[src/rtl/uart_tx_gen2.sv]
// uart_tx_gen2 - parametrised UART transmitter.
// A character FIFO feeds an oversampled serialiser. Frames carry a start bit,
// 5..DATA_W data bits (LSB first), optional parity, 1 / 1.5 / 2 stop bits and
// a programmable idle gap of whole bit times after the stop bits.
// Optional feature macro: UART_TX_CTS_FLOW_EN adds a cts_n input that gates
// the start of each new frame (frames already started always complete).
module uart_tx_gen2 #(
    parameter int DATA_W     = 8,
    parameter int FIFO_DEPTH = 16,
    parameter int CNT_W      = 5,
    parameter int OVS        = 16
) (
    input  logic              clk,
    input  logic              wb_rst_n,
`ifdef UART_TX_CTS_FLOW_EN
    input  logic              cts_n,
`endif
    input  logic              enable,
    input  logic [3:0]        char_len,
    input  logic              par_en,
    input  logic              par_even,
    input  logic              par_stick,
    input  logic              stop2,
    input  logic              brk,
    input  logic [7:0]        gap,
    input  logic              tf_push,
    input  logic [DATA_W-1:0] tf_data,
    input  logic              tf_reset,
    output logic [CNT_W-1:0]  tf_count,
    output logic              tf_full,
    output logic              tf_overrun,
    output logic              tx_busy,
    output logic              tx_empty,
    output logic [2:0]        tstate,
    output logic              stx_pad_o
);

    localparam int PTR_W  = $clog2(FIFO_DEPTH);
    // Tick counter must reach 2*OVS-1 for a two-bit stop period.
    localparam int TICK_W = $clog2(2 * OVS) + 1;

    typedef enum logic [2:0] {
        ST_IDLE   = 3'd0,
        ST_LOAD   = 3'd1,
        ST_START  = 3'd2,
        ST_DATA   = 3'd3,
        ST_PARITY = 3'd4,
        ST_STOP   = 3'd5,
        ST_GAP    = 3'd6
    } tx_state_t;

    // ------------------------------------------------------------------
    // Helper functions
    // ------------------------------------------------------------------

    // Out-of-range lengths are pulled into 5..DATA_W.
    function automatic logic [3:0] clamp_len(input logic [3:0] l);
        if (l < 4'd5) begin
            return 4'd5;
        end else if (l > 4'(DATA_W)) begin
            return 4'(DATA_W);
        end
        return l;
    endfunction

    // Mask keeping only the low l bits of a character.
    function automatic logic [DATA_W-1:0] len_mask(input logic [3:0] l);
        logic [DATA_W-1:0] m;
        m = '0;
        for (int i = 0; i < DATA_W; i++) begin
            if (i < int'(l)) begin
                m[i] = 1'b1;
            end
        end
        return m;
    endfunction

    // Parity over an already-masked character; stick parity ignores the data.
    function automatic logic parity_bit(input logic [DATA_W-1:0] d,
                                        input logic              even,
                                        input logic              stick);
        if (stick) begin
            return ~even;
        end
        return even ? ^d : ~^d;
    endfunction

    // Stop period length in ticks, returned as terminal count (length - 1).
    function automatic logic [TICK_W-1:0] stop_last(input logic       s2,
                                                    input logic [3:0] l);
        if (!s2) begin
            return TICK_W'(OVS - 1);
        end else if (l == 4'd5) begin
            return TICK_W'((3 * OVS) / 2 - 1);
        end
        return TICK_W'(2 * OVS - 1);
    endfunction

    // ------------------------------------------------------------------
    // Signals
    // ------------------------------------------------------------------
    logic [DATA_W-1:0] mem [FIFO_DEPTH];
    logic [PTR_W-1:0]  wr_ptr;
    logic [PTR_W-1:0]  rd_ptr;
    logic [CNT_W-1:0]  count;
    logic              overrun;
    logic              full;
    logic              tf_pop;
    logic              push_ok;

    tx_state_t         state;
    logic [TICK_W-1:0] tick_cnt;
    logic [7:0]        bit_cnt;
    logic [DATA_W-1:0] shreg;
    logic [3:0]        len_l;
    logic              par_en_l;
    logic              par_bit_l;
    logic [TICK_W-1:0] stop_last_l;
    logic [7:0]        gap_l;
    logic              tick_last;
    logic              frame_bit;
    logic              stx;
    logic              cts_ok;

    logic [3:0]        load_len;
    logic [DATA_W-1:0] load_data;

    // ------------------------------------------------------------------
    // Clear-to-send qualification
    // ------------------------------------------------------------------
`ifdef UART_TX_CTS_FLOW_EN
    logic cts_s1;
    logic cts_s2;

    // Two-flop synchroniser for the asynchronous cts_n pin, idle = not clear.
    always_ff @(posedge clk or negedge wb_rst_n) begin
        if (!wb_rst_n) begin
            cts_s1 <= 1'b1;
            cts_s2 <= 1'b1;
        end else begin
            cts_s1 <= cts_n;
            cts_s2 <= cts_s1;
        end
    end

    assign cts_ok = ~cts_s2;
`else
    assign cts_ok = 1'b1;
`endif

    // ------------------------------------------------------------------
    // TX FIFO
    // ------------------------------------------------------------------
    assign full    = (count == CNT_W'(FIFO_DEPTH));
    // A pop only happens from LOAD on a tick and only when data is present
    // (a flush between IDLE and LOAD can leave LOAD with an empty FIFO).
    assign tf_pop  = enable && (state == ST_LOAD) && (count != '0);
    // Full FIFO still accepts a write when the head leaves in the same clk.
    assign push_ok = tf_push && (!full || tf_pop);

    // Storage array; a flush wins over a same-cycle write.
    always_ff @(posedge clk) begin
        if (push_ok && !tf_reset) begin
            mem[wr_ptr] <= tf_data;
        end
    end

    // Pointers, occupancy and the sticky overrun flag.
    always_ff @(posedge clk or negedge wb_rst_n) begin
        if (!wb_rst_n) begin
            wr_ptr  <= '0;
            rd_ptr  <= '0;
            count   <= '0;
            overrun <= 1'b0;
        end else if (tf_reset) begin
            wr_ptr  <= '0;
            rd_ptr  <= '0;
            count   <= '0;
            overrun <= 1'b0;
        end else begin
            if (push_ok) begin
                wr_ptr <= wr_ptr + PTR_W'(1);
            end
            if (tf_pop) begin
                rd_ptr <= rd_ptr + PTR_W'(1);
            end
            if (push_ok && !tf_pop) begin
                count <= count + CNT_W'(1);
            end else if (tf_pop && !push_ok) begin
                count <= count - CNT_W'(1);
            end
            if (tf_push && full && !tf_pop) begin
                overrun <= 1'b1;
            end
        end
    end

    // ------------------------------------------------------------------
    // Serialiser
    // ------------------------------------------------------------------
    assign load_len  = clamp_len(char_len);
    assign load_data = mem[rd_ptr] & len_mask(load_len);
    assign tick_last = (tick_cnt == TICK_W'(OVS - 1));

    // Frame state machine; all movement is gated by the oversample tick.
    always_ff @(posedge clk or negedge wb_rst_n) begin
        if (!wb_rst_n) begin
            state       <= ST_IDLE;
            tick_cnt    <= '0;
            bit_cnt     <= '0;
            shreg       <= '0;
            len_l       <= 4'd5;
            par_en_l    <= 1'b0;
            par_bit_l   <= 1'b0;
            stop_last_l <= TICK_W'(OVS - 1);
            gap_l       <= '0;
        end else if (enable) begin
            case (state)
                ST_IDLE: begin
                    tick_cnt <= '0;
                    bit_cnt  <= '0;
                    if ((count != '0) && cts_ok) begin
                        state <= ST_LOAD;
                    end
                end
                ST_LOAD: begin
                    tick_cnt <= '0;
                    bit_cnt  <= '0;
                    if (count != '0) begin
                        // Snapshot everything the frame needs so later
                        // register writes cannot disturb it.
                        shreg       <= load_data;
                        len_l       <= load_len;
                        par_en_l    <= par_en;
                        par_bit_l   <= parity_bit(load_data, par_even, par_stick);
                        stop_last_l <= stop_last(stop2, load_len);
                        gap_l       <= gap;
                        state       <= ST_START;
                    end else begin
                        state <= ST_IDLE;
                    end
                end
                ST_START: begin
                    if (tick_last) begin
                        tick_cnt <= '0;
                        state    <= ST_DATA;
                    end else begin
                        tick_cnt <= tick_cnt + TICK_W'(1);
                    end
                end
                ST_DATA: begin
                    if (tick_last) begin
                        tick_cnt <= '0;
                        shreg    <= shreg >> 1;
                        if (bit_cnt == ({4'b0000, len_l} - 8'd1)) begin
                            bit_cnt <= '0;
                            state   <= par_en_l ? ST_PARITY : ST_STOP;
                        end else begin
                            bit_cnt <= bit_cnt + 8'd1;
                        end
                    end else begin
                        tick_cnt <= tick_cnt + TICK_W'(1);
                    end
                end
                ST_PARITY: begin
                    if (tick_last) begin
                        tick_cnt <= '0;
                        state    <= ST_STOP;
                    end else begin
                        tick_cnt <= tick_cnt + TICK_W'(1);
                    end
                end
                ST_STOP: begin
                    if (tick_cnt == stop_last_l) begin
                        tick_cnt <= '0;
                        bit_cnt  <= '0;
                        state    <= (gap_l != 8'd0) ? ST_GAP : ST_IDLE;
                    end else begin
                        tick_cnt <= tick_cnt + TICK_W'(1);
                    end
                end
                ST_GAP: begin
                    // bit_cnt counts whole idle bit times here.
                    if (tick_last) begin
                        tick_cnt <= '0;
                        if (bit_cnt == (gap_l - 8'd1)) begin
                            bit_cnt <= '0;
                            state   <= ST_IDLE;
                        end else begin
                            bit_cnt <= bit_cnt + 8'd1;
                        end
                    end else begin
                        tick_cnt <= tick_cnt + TICK_W'(1);
                    end
                end
                default: begin
                    tick_cnt <= '0;
                    bit_cnt  <= '0;
                    state    <= ST_IDLE;
                end
            endcase
        end
    end

    // Line level implied by the current state.
    always_comb begin
        frame_bit = 1'b1;
        case (state)
            ST_START:  frame_bit = 1'b0;
            ST_DATA:   frame_bit = shreg[0];
            ST_PARITY: frame_bit = par_bit_l;
            default:   frame_bit = 1'b1;
        endcase
    end

    // Registered pad driver; break overrides the line without stalling the FSM.
    always_ff @(posedge clk or negedge wb_rst_n) begin
        if (!wb_rst_n) begin
            stx <= 1'b1;
        end else begin
            stx <= brk ? 1'b0 : frame_bit;
        end
    end

    assign stx_pad_o  = stx;
    assign tstate     = state;
    assign tf_count   = count;
    assign tf_full    = full;
    assign tf_overrun = overrun;
    assign tx_busy    = (state != ST_IDLE);
    assign tx_empty   = (count == '0) && (state == ST_IDLE);

endmodule

[config.mk]
export PLATFORM = sky130hd
export DESIGN_NAME = uart_tx_gen2
export DESIGN_NICKNAME = d
export VERILOG_FILES = /design/src/rtl/uart_tx_gen2.sv
export SDC_FILE = /design/constraint.sdc
export NUM_CORES = 1
export LEC_CHECK = 0
export ABC_AREA = 1
export CAP_MARGIN = 5
export CORE_MARGIN = 1.5
export CORE_UTILIZATION = 40
export CTS_BUF_LIST = sky130_fd_sc_hd__clkbuf_8
export CTS_CLUSTER_SIZE = 28
export DETAILED_ROUTE_END_ITERATION = 16
export SKIP_LAST_GASP = 1
export SYNTH_ARGS = -nofsm -noshare
export SYNTH_HDL_FRONTEND = slang
export SYNTH_SLANG_ARGS = --single-unit
[constraint.sdc]
create_clock -name clk -period 6.6 [get_ports clk]
set_input_delay 1.32 -clock clk [delete_from_list [all_inputs] [get_ports clk]]
set_output_delay 1.32 -clock clk [all_outputs]
set_load 0.1 [all_outputs]
* After elaboration in Yosys (flattened, before gate mapping)
Memories as Yosys holds them, arrays and structs flattened.
Index checks and enable logic that the tools add are counted.
** Storage, ports and cells
- Output and inout bits :: 13
- Bits of input ports :: 30
- Memories kept :: 1
- Bits in registers :: 60
- Logic and storage cells :: 154
- Memory bits (writable) :: 128
** Memory list
- mem :: depth 16, bits a word 8, rd ports 1, clocked after memory_dff 0, wr ports 1, RTL line 102 : logic [DATA_W-1:0] mem [FIFO_DEPTH];
** Operators by class
- Muxes and demuxes :: 65
- Add/subtract/negate cells :: 8
- $lt $le $gt $ge :: 10
- Reduce and logical (&&, ||, !) cells :: 32
- Equal/unequal tests :: 21
- Bitwise operators :: 3
** Operators with widths (number)
- $mux 8 :: 7
- $pmux 8 s4 :: 1
- $mux 6 :: 5
- $mux 1 :: 28
- $mux 4 :: 7
- $mux 3 :: 9
- $pmux 3 s7 :: 1
- $eq 8x8->1 :: 2
- $lt 3x4->1 const A :: 4
- $ne 2x2->1 const B :: 8
- $pmux 8 s2 :: 1
- $mux 5 :: 3
- $pmux 6 s2 :: 1
- $eq 3x3->1 const B :: 3
- $logic_and 1x1->1 :: 9
- $reduce_and 9->1 :: 1
- $add 4x1->4 const B :: 2
- $add 8x1->8 const B :: 1
- $and 8x8->8 :: 1
- $lt 1x4->1 const A :: 2
- $lt 2x4->1 const A :: 2
- $reduce_bool 2->1 :: 4
- $reduce_bool 8->1 :: 1
- $reduce_xnor 8->1 :: 1
- 29 further kinds :: 35

* Depth between registers and ports, before layout
- Depth in word-level cells :: 11
- Mapped depth :: 20
- Gate-level depth less buffers :: 18

* Worst setup path after synthesis
No wires, ideal clock.
- Path kind :: reg-to-output
- From :: register state[1] (netlist: tstate[1])
- To :: output tx_empty
- Required time :: 5280 ps
- Path slack :: 1969 ps
- Arrival time :: 3311 ps
- Path buffers :: 0
- Cell stages (with the launch flop) :: 4
- Cells stage by stage :: dfrtp_1 > nor2_2 > nand2_1 > nor2_1
** Between the ends
- Word-level cells in the longest chain between the ends :: 2
** Ends and longest elaborated chain
- from (decl) :: RTL line 111 : tx_state_t state;
- from (signal assigned) :: RTL line 257 : state <= par_en_l ? ST_PARITY : ST_STOP;
- from (signal assigned) :: RTL line 277 : state <= (gap_l != 8'd0) ? ST_GAP : ST_IDLE;
- $logic_not 3->1 :: RTL line 331 : assign tx_empty = (count == '0) && (state == ST_IDLE);
- $logic_and 1x1->1 :: RTL line 331
- to (decl) :: RTL line 33 : output logic tx_empty,
Every way passes these cells.

* Worst setup path in the final report
- From :: register count[1] (netlist: tf_count[1])
- To :: output tx_empty
** Between the ends
- Word-level cells in the longest chain between the ends :: 2
** Ends and longest elaborated chain
- from (decl) :: RTL line 105 : logic [CNT_W-1:0] count;
- from (signal assigned) :: RTL line 188 : count <= count + CNT_W'(1);
- from (signal assigned) :: RTL line 190 : count <= count - CNT_W'(1);
- $logic_not 5->1 :: RTL line 331
- $logic_and 1x1->1 :: RTL line 331
Every way passes these cells.

==> key figures <==
Run status
  • Status: finished, final reports clean

Worst setup path
  • CP Capture Type: output port
  • Critical Path Source: tf_count[1]
  • Critical path's slowest cell: clkdlybuf4s50_1
  • Setup crit start kind: flip-flop
  • Buf/Inv on CP: 1
  • Required time worst endpoint: around 5300 ps
  • Setup CP Type: flip-flop to output port
  • CP Max Fanout: 5
  • Worst r2r src: rd_ptr[1]
  • CP Data Arrival Time: around 2800 ps
  • Cell family contributing the most delay on the critical path: buffers and inverters
  • Max incr delay on CP: approximately 1200 ps
  • Critical path cell sequence: nor4_2 -> nand2_1 -> nor2_1 -> clkdlybuf4s50_1

STA
  • Clock Skews: between 20 and 25 ps
  • Maximum clock rate: between 200 and 250 MHz
  • Setup WS post-layout: roughly 2500 ps
  • Final setup TNS: 0 ps
  • Least-Margin Pin Slew: around 1100 ps
  • Hold Violations, Final: 0
  • Minimum clock period: approximately 4100 ps
  • Rel. slew slack: around 28%
  • Final worst path period share: a little over three fifths
  • Max-slew violations: 0
  • Final setup viols: 0
  • RSZ-0062 raised after global routing: false

Drt
  • 1st-iter DRT viols: about 530
  • DR WL/cell: between 15 and 20 um
  • TritonRoute pass-1 iters: 4
  • Detailed-route via count: ~6400
  • DRC: 0
  • DR vias/cell: between 5 and 6
  • Routed Antenna Nets: 0
  • WL final: slightly above 20 mm

Floorplanning
  • Num rows: 54
  • Starting Density: roughly 41%
  • IO Count: between 40 and 50
  • CORE AREA: between 0.02 and 0.025 mm2
  • Die area: 0.0229 mm2
  • Die width: 151 um
  • Die extent in y: about 150 um

Placed design
  • Place WS: between 2000 and 2500 ps
  • GP Congestion: ~0.8
  • Post-DP HPWL: between 10 and 15 mm
  • Port Buf Inserts: between 40 and 50

GRT
  • Global route overflow: 0
  • Number of global-route vias before repair: just over 6000
  • First-pass GRT wire length: between 30 and 40 mm
  • Global Route Usage Sum: a little under a fifth
  • Largest net degree at the start of global routing: 73
  • Initial antenna violation count: 0

Synthesis
  • Largest cells by area after synthesis: edfxtp_1 (44%), dfrtp_1 (15%), nand2_1 (13%), nand3_1 (5.8%), inv_1 (3.6%)
  • Syn nets: 981
  • Register area share after synthesis: about three fifths
  • Yosys warns: 0
  • Synth Instances: 937
  • Synth Register Bits: between 150 and 200
  • Distinct cell type count after synthesis: 45
  • Share of the synthesized area in the top cell type: 43.7%
  • EDFF count, synth: 128
  • Ys async rst share: a little over 30%
  • Netlist Area Pre-Place: between 0.008 and 0.009 mm2
  • Most numerous cell in the Yosys netlist: nand2_1
  • Synth cell count leaders: nand2_1 (297), edfxtp_1 (128), nand3_1 (101)
  • Syn avg cell area: around 9.4 um2
  • Top FF cell, synth: edfxtp_1
  • Synth area leader: edfxtp_1

Clock tree
  • Post-CTS Setup Inserts: 0
  • Clk root buf: clkbuf_8
  • Clk_lat worst skew: around 490 ps
  • Clk slew on worst S/H paths: between 100 and 150 ps
  • CTS resizes: 0
  • CTS tree: done
  • Clock Tree Buf Depth: 2
  • Num Clock Sinks: between 150 and 200
  • Inserted Clock Buffers: 17
  • CTS Hold Bufs: 0
  • CTS H-tree lvls: 4

Finish
  • # nets final: around 1000
  • Antenna Cells: 0
  • Area Overhead vs Synth: 11.9%
  • Share of cells above drive strength 1: 6.31%

Worst hold path
  • Hold Crit Class: flip-flop to flip-flop
  • Min-delay src: par_en_l

Power
  • VDD IR-drop max: between 150 and 200 uV
  • PwrDens: about 360 mW/mm2
  • LEAKAGE: about 4.1 nW

Run
  • Max-cap violations: 0
placed cells by master, fill, tap and decap left out, drive strengths merged:
master	synthesis	layout
o41ai	2	2
xor2	9	9
nand4	10	10
buf	24	5
clkdlybuf4s50	0	41
o22a	1	1
clkbuf	9	17
nor4	1	1
o41a	1	1
o211ai	6	6
a21oi	18	18
o31ai	1	1
or2	2	2
o22ai	2	2
dfrtp	52	52
nor3	8	8
a31oi	9	9
ha	13	13
o21ai	41	41
o21a	1	1
a22o	1	1
xnor2	10	10
fa	1	1
nand2	300	300
inv	91	102
o2111ai	2	2
a211oi	1	1
nor2	85	85
clkinv	1	4
nand3	103	103
dfstp	4	4
edfxtp	128	128
bufinv	0	1
power by group:
part,switching [W],internal (W),total (W)
clock,0.000478,0.000329,0.000807
combinational,0.000895,0.000390,0.00129
sequential,0.000102,0.00136,0.00146
worst paths after layout:
path                             end  slack [ps]  depth (start not counted)
max                         tx_empty        2450                          4
min                         par_en_l         510                          2
max reg2reg                par_bit_l        3570                         15
min reg2reg                 par_en_l         510                          2
max in group asynchronous  rd_ptr[0]        5120                          2
min in group asynchronous   gap_l[4]         970                          2
worst min-delay path, delay by kind of cell (launching register included):
family,cells,cell delay [ps]
and+or+nand+nor,2,120
DFF,1,370
area by class of cell:
cell class              count  area, um2
clock buffers              17        234
clock inverters            15        190
fillers                  2078      11900
inverters                  92        348
multi-input cells         628       3020
flip-flops and latches    184       5250
well taps                 280        350
repair buffers             46        445
per-layer routing:
metal  share of wire (%)  global-route usage, %  wire, um
met1                  45                   24.6      9090
met2                  50                   32.9     10200
met3                 3.5                   3.07       709
met4                 1.4                   6.26       294
met5                   0                      0         0
metrics by stage:
step	power [W]	util [%]	hold WS (ps)	std cells	area, um2
floorplan	0.00246	-	449	937	8790
global placement	0.00276	43.4	488	1230	9410
detailed placement	0.00278	43.4	489	1230	9410
CTS	0.00358	45.4	514	1262	9840
global route	0.00379	45.4	534	1262	9840
finish	0.00356	45.4	510	1262	9840
cells by family (layout without fill, tap and decap cells):
group | count (synthesis) | after routing | synth area share, %
buf+inv | 125 | 170 | 5.91
flops | 184 | 184 | 59.7
fa+ha+maj | 14 | 14 | 2.08
simple gates | 509 | 509 | 24.2
compound gates | 86 | 86 | 6.14
xor+xnor | 19 | 19 | 1.89
registers in the layout, summed over array words and instances (netlist names):
| signal | count |
|---|---|
| mem | 128 |
| stop_last_l | 2 |
| par_bit_l | 1 |
| wr_ptr | 4 |
| gap_l | 8 |
| tf_count | 5 |
| stx_pad_o | 1 |
| tf_overrun | 1 |
| par_en_l | 1 |
| tstate | 3 |
| tick_cnt | 6 |
| bit_cnt | 8 |
| shreg | 8 |
| rd_ptr | 4 |
| len_l | 4 |
Power figures use the tool's default switching activity.
